**src/rtl/blink_ctrl_if.sv**
```systemverilog
`default_nettype none
// ============================================================================
// Module   : blink_ctrl_if
// Purpose  : Control/status bundle between the game FSM and the blink generator.
// Revision : 1.0  initial release
// ============================================================================
interface blink_ctrl_if #(
    parameter int CNT_W = 4
) ();
    logic             start;
    logic             abort;
    logic [CNT_W-1:0] count;
    logic             blink;
    logic             clk_blink;
    logic             on;
    logic             busy;
    logic             done;

    modport master (
        output start, abort, count,
        input  blink, clk_blink, on, busy, done
    );

    modport slave (
        input  start, abort, count,
        output blink, clk_blink, on, busy, done
    );
endinterface
`default_nettype wire

```
**src/rtl/blink_ctrl.sv**
```systemverilog
`default_nettype none
// ============================================================================
// Module   : blink_ctrl
// Purpose  : LED blink sequencer: N flashes or endless flashing until abort.
// Revision : 1.0  initial release
// ============================================================================
module blink_ctrl #(
    parameter int CLK_DIV = 25_000_000,
    parameter int CNT_W   = 4
) (
    input  logic        clk,
    input  logic        rst_n,
    blink_ctrl_if.slave bus
);
    localparam int                c_PRE_W = $clog2(CLK_DIV);
    localparam logic [c_PRE_W-1:0] c_TERM  = c_PRE_W'(CLK_DIV - 1);
    localparam logic [CNT_W-1:0]   c_ONE   = CNT_W'(1);

    typedef enum logic [1:0] {
        S_IDLE = 2'd0,
        S_ON   = 2'd1,
        S_OFF  = 2'd2
    } state_t;

    state_t             r_state;
    logic [c_PRE_W-1:0] r_pre;
    logic [CNT_W-1:0]   r_remaining;
    logic               r_infinite;
    logic               r_blink;
    logic               r_clk_blink;
    logic               r_on;
    logic               r_done;

    always_ff @(posedge clk or negedge rst_n) begin
        if (!rst_n) begin
            r_state     <= S_IDLE;
            r_pre       <= '0;
            r_remaining <= '0;
            r_infinite  <= 1'b0;
            r_blink     <= 1'b0;
            r_clk_blink <= 1'b0;
            r_on        <= 1'b0;
            r_done      <= 1'b0;
        end else begin
            r_done <= 1'b0;
            case (r_state)
                S_IDLE: begin
                    if (bus.start && !bus.abort) begin
                        r_state     <= S_ON;
                        r_blink     <= 1'b1;
                        r_clk_blink <= 1'b1;
                        r_on        <= ~r_on;
                        r_pre       <= '0;
                        r_remaining <= bus.count;
                        r_infinite  <= (bus.count == '0);
                    end
                end
                S_ON: begin
                    // Abort outranks the phase terminal count.
                    if (bus.abort) begin
                        r_state     <= S_IDLE;
                        r_blink     <= 1'b0;
                        r_clk_blink <= 1'b0;
                        r_on        <= ~r_on;
                        r_pre       <= '0;
                    end else if (r_pre == c_TERM) begin
                        r_state     <= S_OFF;
                        r_clk_blink <= 1'b0;
                        r_on        <= ~r_on;
                        r_pre       <= '0;
                    end else begin
                        r_pre <= r_pre + c_PRE_W'(1);
                    end
                end
                S_OFF: begin
                    if (bus.abort) begin
                        r_state     <= S_IDLE;
                        r_blink     <= 1'b0;
                        r_clk_blink <= 1'b0;
                        r_on        <= ~r_on;
                        r_pre       <= '0;
                    end else if (r_pre == c_TERM) begin
                        r_on  <= ~r_on;
                        r_pre <= '0;
                        if (!r_infinite && r_remaining == c_ONE) begin
                            r_state <= S_IDLE;
                            r_blink <= 1'b0;
                            r_done  <= 1'b1;
                        end else begin
                            r_state     <= S_ON;
                            r_clk_blink <= 1'b1;
                            if (!r_infinite) begin
                                r_remaining <= r_remaining - c_ONE;
                            end
                        end
                    end else begin
                        r_pre <= r_pre + c_PRE_W'(1);
                    end
                end
                default: begin
                    r_state     <= S_IDLE;
                    r_blink     <= 1'b0;
                    r_clk_blink <= 1'b0;
                    r_pre       <= '0;
                end
            endcase
        end
    end

    assign bus.blink     = r_blink;
    assign bus.clk_blink = r_clk_blink;
    assign bus.on        = r_on;
    assign bus.done      = r_done;
    assign bus.busy      = (r_state != S_IDLE);

endmodule
`default_nettype wire

```
**src/flat_wrapper.sv**
```systemverilog
// flat-port wrapper written by rule: the top's interface ports become plain ports
module blink_ctrl_flat 
#(
    parameter int CLK_DIV = 25_000_000,
    parameter int CNT_W   = 4
)
  (clk, rst_n, bus_start, bus_abort, bus_count, bus_blink, bus_clk_blink, bus_on, bus_busy, bus_done);
  blink_ctrl_if #(.CNT_W(CNT_W)) bus_i ();
  input  logic clk;
  input  logic rst_n;
  input wire logic [$bits(bus_i.start)-1:0] bus_start;
  input wire logic [$bits(bus_i.abort)-1:0] bus_abort;
  input wire logic [$bits(bus_i.count)-1:0] bus_count;
  output wire logic [$bits(bus_i.blink)-1:0] bus_blink;
  output wire logic [$bits(bus_i.clk_blink)-1:0] bus_clk_blink;
  output wire logic [$bits(bus_i.on)-1:0] bus_on;
  output wire logic [$bits(bus_i.busy)-1:0] bus_busy;
  output wire logic [$bits(bus_i.done)-1:0] bus_done;
  assign bus_i.start = bus_start;
  assign bus_i.abort = bus_abort;
  assign bus_i.count = bus_count;
  assign bus_blink = bus_i.blink;
  assign bus_clk_blink = bus_i.clk_blink;
  assign bus_on = bus_i.on;
  assign bus_busy = bus_i.busy;
  assign bus_done = bus_i.done;
  blink_ctrl #(.CLK_DIV(CLK_DIV), .CNT_W(CNT_W)) u_core (.clk(clk), .rst_n(rst_n), .bus(bus_i));
endmodule
```
**config.mk**
```make
export PLATFORM = sky130hd
export DESIGN_NAME = blink_ctrl_flat
export DESIGN_NICKNAME = d
export VERILOG_FILES = /design/src/rtl/blink_ctrl_if.sv /design/src/rtl/blink_ctrl.sv /design/src/flat_wrapper.sv
export SDC_FILE = /design/constraint.sdc
export NUM_CORES = 1
export LEC_CHECK = 0
export ABC_CLOCK_PERIOD_IN_PS = 2760
export CELL_PAD_IN_SITES_DETAIL_PLACEMENT = 0
export CELL_PAD_IN_SITES_GLOBAL_PLACEMENT = 1
export CORE_UTILIZATION = 45
export CTS_CLUSTER_DIAMETER = 30
export DETAILED_ROUTE_END_ITERATION = 7
export HOLD_SLACK_MARGIN = 0.05
export PLACE_DENSITY = 0.75
export SLEW_MARGIN = 30
export SYNTH_ARGS = -nofsm -noshare
export SYNTH_HDL_FRONTEND = slang
export SYNTH_SLANG_ARGS = --single-unit
```
**constraint.sdc**
```tcl
create_clock -name clk -period 2.76 [get_ports clk]
set_clock_uncertainty 0.05 [all_clocks]
set_input_delay 0.414 -clock clk [delete_from_list [all_inputs] [get_ports clk]]
set_output_delay 0.414 -clock clk [all_outputs]
set_load 0.03 [all_outputs]
```
* Word-level counts from Yosys, hierarchy flattened *
Cells that the tools add are included.

word-level totals
  register bits = 36
  latch bits = 0
  memory bits (writable) = 0
  bits in read-only memories = 0
  input port bits = 8
  output and inout bits = 5
  logic and storage cells = 79
  memories = 0

operators by class
  $add $sub $neg = 2
  multipliers = 0
  divide/modulo/power cells = 0
  $lt $le $gt $ge = 0
  equality and inequality tests = 15
  shift-type cells = 0
  mux-type cells = 37
  bitwise operators = 1
  reduce and logical (&&, ||, !) cells = 16

operators with widths
  kind                     number
  $mux W25                 3
  $pmux W25 S2             1
  $add A25 B1 Y25 const B  1
  $eq A25 B25 Y1 const B   1
  $mux W4                  5
  $mux W1                  18
  $mux W2                  5
  $ne A3 B2 Y1 const B     3
  $ne A2 B2 Y1 const B     4
  $pmux W4 S2              1
  $reduce_and A4 Y1        2
  $pmux W1 S3              2
  $pmux W2 S3              1
  $reduce_and A3 Y1        2
  $reduce_and A6 Y1        1
  $reduce_bool A2 Y1       3
  $eq A4 B1 Y1 const B     1
  $logic_not A4 Y1         1
  $ne A2 B1 Y1 const B     2
  $sub A4 B1 Y4 const B    1
  $ne A3 B1 Y1 const B     1
  $ne A3 B3 Y1 const B     1
  $eq A2 B1 Y1 const B     1
  $eq A2 B2 Y1 const B     1
  other kinds (7)          9

* Depth between registers and ports, before layout *
  word-level depth = 6
  gate-level depth with buffers = 8
  mapped depth without buffers = 7

* Worst setup path after synthesis *
Ideal clock, no wire load.

  path type = register -> register
  start = reg u_core.r_pre[10]
  end = reg u_core.r_blink, in the netlist u_core.bus.blink
  library setup time = 0.126 ns
  arrival = 2.215 ns
  required time = 2.584 ns
  path slack = 0.368 ns
  stages on the path, launching flop included = 6
  path buffers = 0
  period minus slack after synthesis = 2.392 ns
  cells stage by stage = dfrtp_1 -> or4_4 -> or4_1 -> or3_4 -> a21o_1 -> a311o_1

between the ends
  cells in the longest elaborated chain, start to end = 3

ends and longest elaborated chain
  element                             RTL line           source
  start: declaration                  blink_ctrl.sv:26   logic [c_PRE_W-1:0] r_pre;
  start signal: assignment            blink_ctrl.sv:72   r_pre <= r_pre + c_PRE_W'(1);
  start signal: assignment            blink_ctrl.sv:97   r_pre <= r_pre + c_PRE_W'(1);
  $eq A25 B25 Y1                      blink_ctrl.sv:82   end else if (r_pre == c_TERM) begin
  $ne A3 B2 Y1 (no source line)       -
  $reduce_and A4 Y1 (no source line)  -
  end signal: assignment              blink_ctrl.sv:78   r_blink <= 1'b0;
  end signal: assignment              blink_ctrl.sv:87   r_blink <= 1'b0;
  end signal: assignment              blink_ctrl.sv:102  r_blink <= 1'b0;
  end: declaration                    blink_ctrl.sv:29   logic r_blink;

Every way passes these cells.
A chain may end at the register's enable or synchronous reset.

* Worst setup path in the final report *
Ends and elaborated chain as after synthesis.

==> PnR_summary.wiki <==
{| class="wikitable"
! Metric !! Value
|-
| Final-stage net count || 264
|-
| Netlist area before placement || 2068 µm²
|-
| Total routing resource utilization after global routing || 0.2113
|-
| Arrival @ worst endpoint || 2.59 ns
|-
| Register-to-register setup slack || 0.29 ns
|-
| Total half-perimeter wirelength after legalization and detailed placement || 3419 µm
|-
| Maximum ir drop on the vdd rail || 0.3824 mV
|-
| Post-Synth XOR/XNOR Area || 0.08893
|-
| Routed wire per std cell || 15.67 µm
|-
| Crit end category || flop
|-
| Synthesized area per cell || about 9 µm²
|-
| RSZ-0062 raised after global routing || no
|-
| Total congestion overflow after global routing || 0
|-
| Flop and latch count out of synthesis || 36
|-
| Register area || 900.9 µm²
|-
| Number of iterations in the first detailed-routing pass || 4
|-
| Crit share post-route || 0.8932
|-
| CTS Hold Buffers Added || 0
|-
| Pin count of the biggest net entering global routing || 37
|-
| Cell with the most instances after synthesis || sky130_fd_sc_hd__dfrtp_1
|-
| Number of core rows || 24
|-
| Critical R2R Launch || u_core.r_pre[10]
|-
| Clock Tree Root || sky130_fd_sc_hd__clkbuf_8
|-
| Instance count of the mapped netlist || roughly 230
|-
| Count of input and output buffers || 12
|-
| Result of the run || finished, final reports clean
|-
| Antenna Violating Nets Remaining || 0
|-
| Count of flip-flops with a built-in enable after synthesis || 0
|-
| Synthesized-area fraction occupied by ao, oa, aoi and oai cells || 0.1204
|-
| Number of H-tree levels || 2
|-
| Buffering stage count on the worst path with inverters included || 0
|-
| Main combinational cell family by area after synthesis || simple AND/OR/NAND/NOR gates
|-
| Worst skew pair latency || 0.29 ns
|-
| Filler cell count in the final layout || 415
|-
| Area taken by multi-input logic gates || 1104 µm²
|-
| Syn Nets || 244
|-
| Number of distinct library cells after synthesis || 45
|-
| Post-synthesis to final-layout area growth || 15.06%
|-
| Post-synthesis mux area share || 0.009679
|-
| Sequence of cells on the critical path || or4_4 -> or4_1 -> or3_4 -> a21o_1 -> a311o_1
|-
| Data required, critical path || about 2.9 ns
|-
| Fraction of final layout cells with drive strength greater than 1 || 0.07229
|-
| Slowest stage cell, crit path || sky130_fd_sc_hd__or4_4
|-
| TritonCTS clock tree || yes
|-
| Worst slew pin tran || 0.4653 ns
|-
| Chip height || 69.80 µm
|-
| Pins over their slew limit || 0
|-
| Post-synth top flop || sky130_fd_sc_hd__dfrtp_1
|-
| Critical path fanouts, max || 5
|-
| Hold Crit Start || u_core.bus.on
|-
| Total power after layout || 1.620 mW
|-
| Cell types with the highest counts after synthesis || sky130_fd_sc_hd__dfrtp_1 (36), sky130_fd_sc_hd__nor2_1 (31), sky130_fd_sc_hd__nand2_1 (19)
|-
| DR DRC count || 0
|-
| Number of cells on the worst reg-to-reg path || 5
|-
| Via density per instance || 5.767
|-
| Number of antenna violations at the first check in global routing || 0
|-
| Clock sinks || 36
|-
| Standard cell core area || 4384 µm²
|-
| Full die area || 4871 µm²
|-
| Cell class contributing the biggest share of worst-path delay || simple AND/OR/NAND/NOR gates
|-
| Seq/Total Area, Yosys || 0.4356
|-
| Worst min path class || reg -> reg
|-
| Highest Clock Rate || 405.6 MHz
|-
| TNS Setup || 0 ns
|-
| Number of max-cap violations || 0
|-
| Hold-critical path endpoint || u_core.bus.on
|-
| Number of global-route vias before repair || 1743
|-
| Category of the most critical setup path || reg -> reg
|-
| Fraction of the mapped netlist area in simple logic gates || 0.2722
|-
| Number of instances on the worst hold path || 1
|-
| Clock slew at reported path FFs || 0.07 ns
|-
| Top-level I/O count || 13
|-
| Detailed-route via count || ~1.7k
|-
| Post-Synth Adder-Cell Area || 0.04235
|-
| Critical Path Start Type || flop
|-
| Critical register-to-register path endpoint || u_core.bus.blink
|-
| Maximum clock insertion buffer count || 2
|-
| Synthesis Warnings || 0
|-
| Chip Width || 69.80 µm
|-
| Top cells by area in the synthesized netlist || sky130_fd_sc_hd__dfrtp_1 (44%), sky130_fd_sc_hd__nor2_1 (5.6%), sky130_fd_sc_hd__xnor2_1 (5.1%)
|-
| Async set-or-reset flop fraction in the synthesized netlist || 1.000
|-
| Number of hold violations in the final report || 0
|-
| Final critical path time including I/O delays and setup || roughly 2.5 ns
|-
| Max-Slew Margin vs Limit || 0.6898
|-
| Quantity of gates resized following cts || 0
|-
| Leakage Power || 1.019 nW
|-
| Total power divided by cell area || 680.9 nW/µm²
|-
| Slowest Stage Delay on Critical Path || 0.53 ns
|-
| Library cell with the largest summed area after synthesis || sky130_fd_sc_hd__dfrtp_1
|-
| Antenna diodes || 0
|-
| Endpoints failing setup || 0
|-
| Wire length after detailed routing || approximately 4700 µm
|-
| TritonCTS buffer count || 5
|-
| Starting DRT DRC Count || around 120
|-
| Weighted congestion at the end of routability-driven global placement || a little over 0.8
|-
| Synth top area share || 0.4356
|-
| Wire length of the first global-routing pass || 8197 µm
|-
| Starting density of the core || 0.4717
|-
| Buffers inserted during post-CTS setup optimization || 0
|}
-- worst max path at each step --
stage | slack (ns) | endpoint | cells past startpoint | startpoint
4_1_cts | 0.29 | u_core.bus.blink | 5 | u_core.r_pre[10]
3_3_place_gp | 0.32 | u_core.bus.blink | 5 | u_core.r_pre[10]
2_1_floorplan | 0.37 | u_core.bus.blink | 5 | u_core.r_pre[10]
6_report | 0.29 | u_core.bus.blink | 5 | u_core.r_pre[10]
5_1_grt | 0.19 | bus_busy | 4 | u_core.r_state[0]
3_5_place_dp | 0.30 | u_core.r_pre[24] | 6 | bus_abort
-- where the power goes --
| group | internal [mW] | switching (mW) |
|---|---|---|
| registers | 0.599 | 0.0581 |
| clock network | 0.222 | 0.184 |
| logic | 0.217 | 0.340 |
-- metal layers --
metal / part of all wire / wire (µm) / track usage / vias up
li1: - / - / - / 856
met1: 0.49 / 2316 / 0.2872 / 843
met2: 0.46 / 2183 / 0.3408 / 31
met3: 0.035 / 163 / 0.04797 / 6
met4: 0.011 / 53 / 0.05333 / 0
met5: 0 / 0 / 0 / -
-- flip-flops by register name, summed over array words and instances, names as in the netlist --
name and cells:
u_core.bus.done 1, u_core.bus.on 1, u_core.bus.clk_blink 1, u_core.r_infinite 1, u_core.r_pre 25, u_core.r_remaining 4
u_core.r_state 2, u_core.bus.blink 1
-- final cells by class --
class                           instances  area share
Sequential cell                        36      0.3785
Clock buffer                            7     0.04048
Multi-Input combinational cell        176      0.4637
Timing Repair Buffer                   19     0.07256
Inverter                               11     0.01735
Tap cell                               52     0.02734
-- stage by stage --
stage                     instance area, µm²  hold slack, ns    util  cells  setup slack (ns)
after floorplan                         2068         0.06841       -    229            0.3684
after global placement                  2283          0.4036  0.5208    294            0.3205
after detailed placement                2283          0.4082  0.5208    294            0.2960
after CTS                               2380          0.4185  0.5428    301            0.2933
after global routing                    2380          0.4569  0.5428    301            0.1948
final                                   2380          0.4152  0.5428    301            0.2948
-- cell families after synthesis --
family | after synthesis
adders and majority gates | 7
muxes | 2
buffers and inverters | 17
xor gates and xnor gates | 21
DFF | 36
AOI/OAI and AO/OA | 36
and+or+nand+nor | 110
-- cells in the final DEF, fill, tap and decap left out, types with 5 or more instances in the layout --
cell	Yosys	final
sky130_fd_sc_hd__o21ai_0	10	10
sky130_fd_sc_hd__ha_1	7	7
sky130_fd_sc_hd__xor2_1	9	9
sky130_fd_sc_hd__nand2_1	19	19
sky130_fd_sc_hd__nor3_1	8	8
sky130_fd_sc_hd__nand3_1	13	13
sky130_fd_sc_hd__a21oi_1	5	5
sky130_fd_sc_hd__nor2_1	31	31
sky130_fd_sc_hd__xnor2_1	12	12
sky130_fd_sc_hd__and3_1	7	7
sky130_fd_sc_hd__nand4_1	10	10
sky130_fd_sc_hd__clkbuf_8	0	7
sky130_fd_sc_hd__inv_1	11	11
sky130_fd_sc_hd__buf_4	0	7
sky130_fd_sc_hd__dfrtp_1	36	36
sky130_fd_sc_hd__clkdlybuf4s50_1	0	12
-- worst reg2reg max path, delay by kind of cell (launching register included) --
kind	cells	cell delay, ns
and+or+nand+nor	3	1.37
AOI/OAI and AO/OA	2	0.52
DFF	1	0.42
Note: power is estimated with default switching activity, not from simulation.
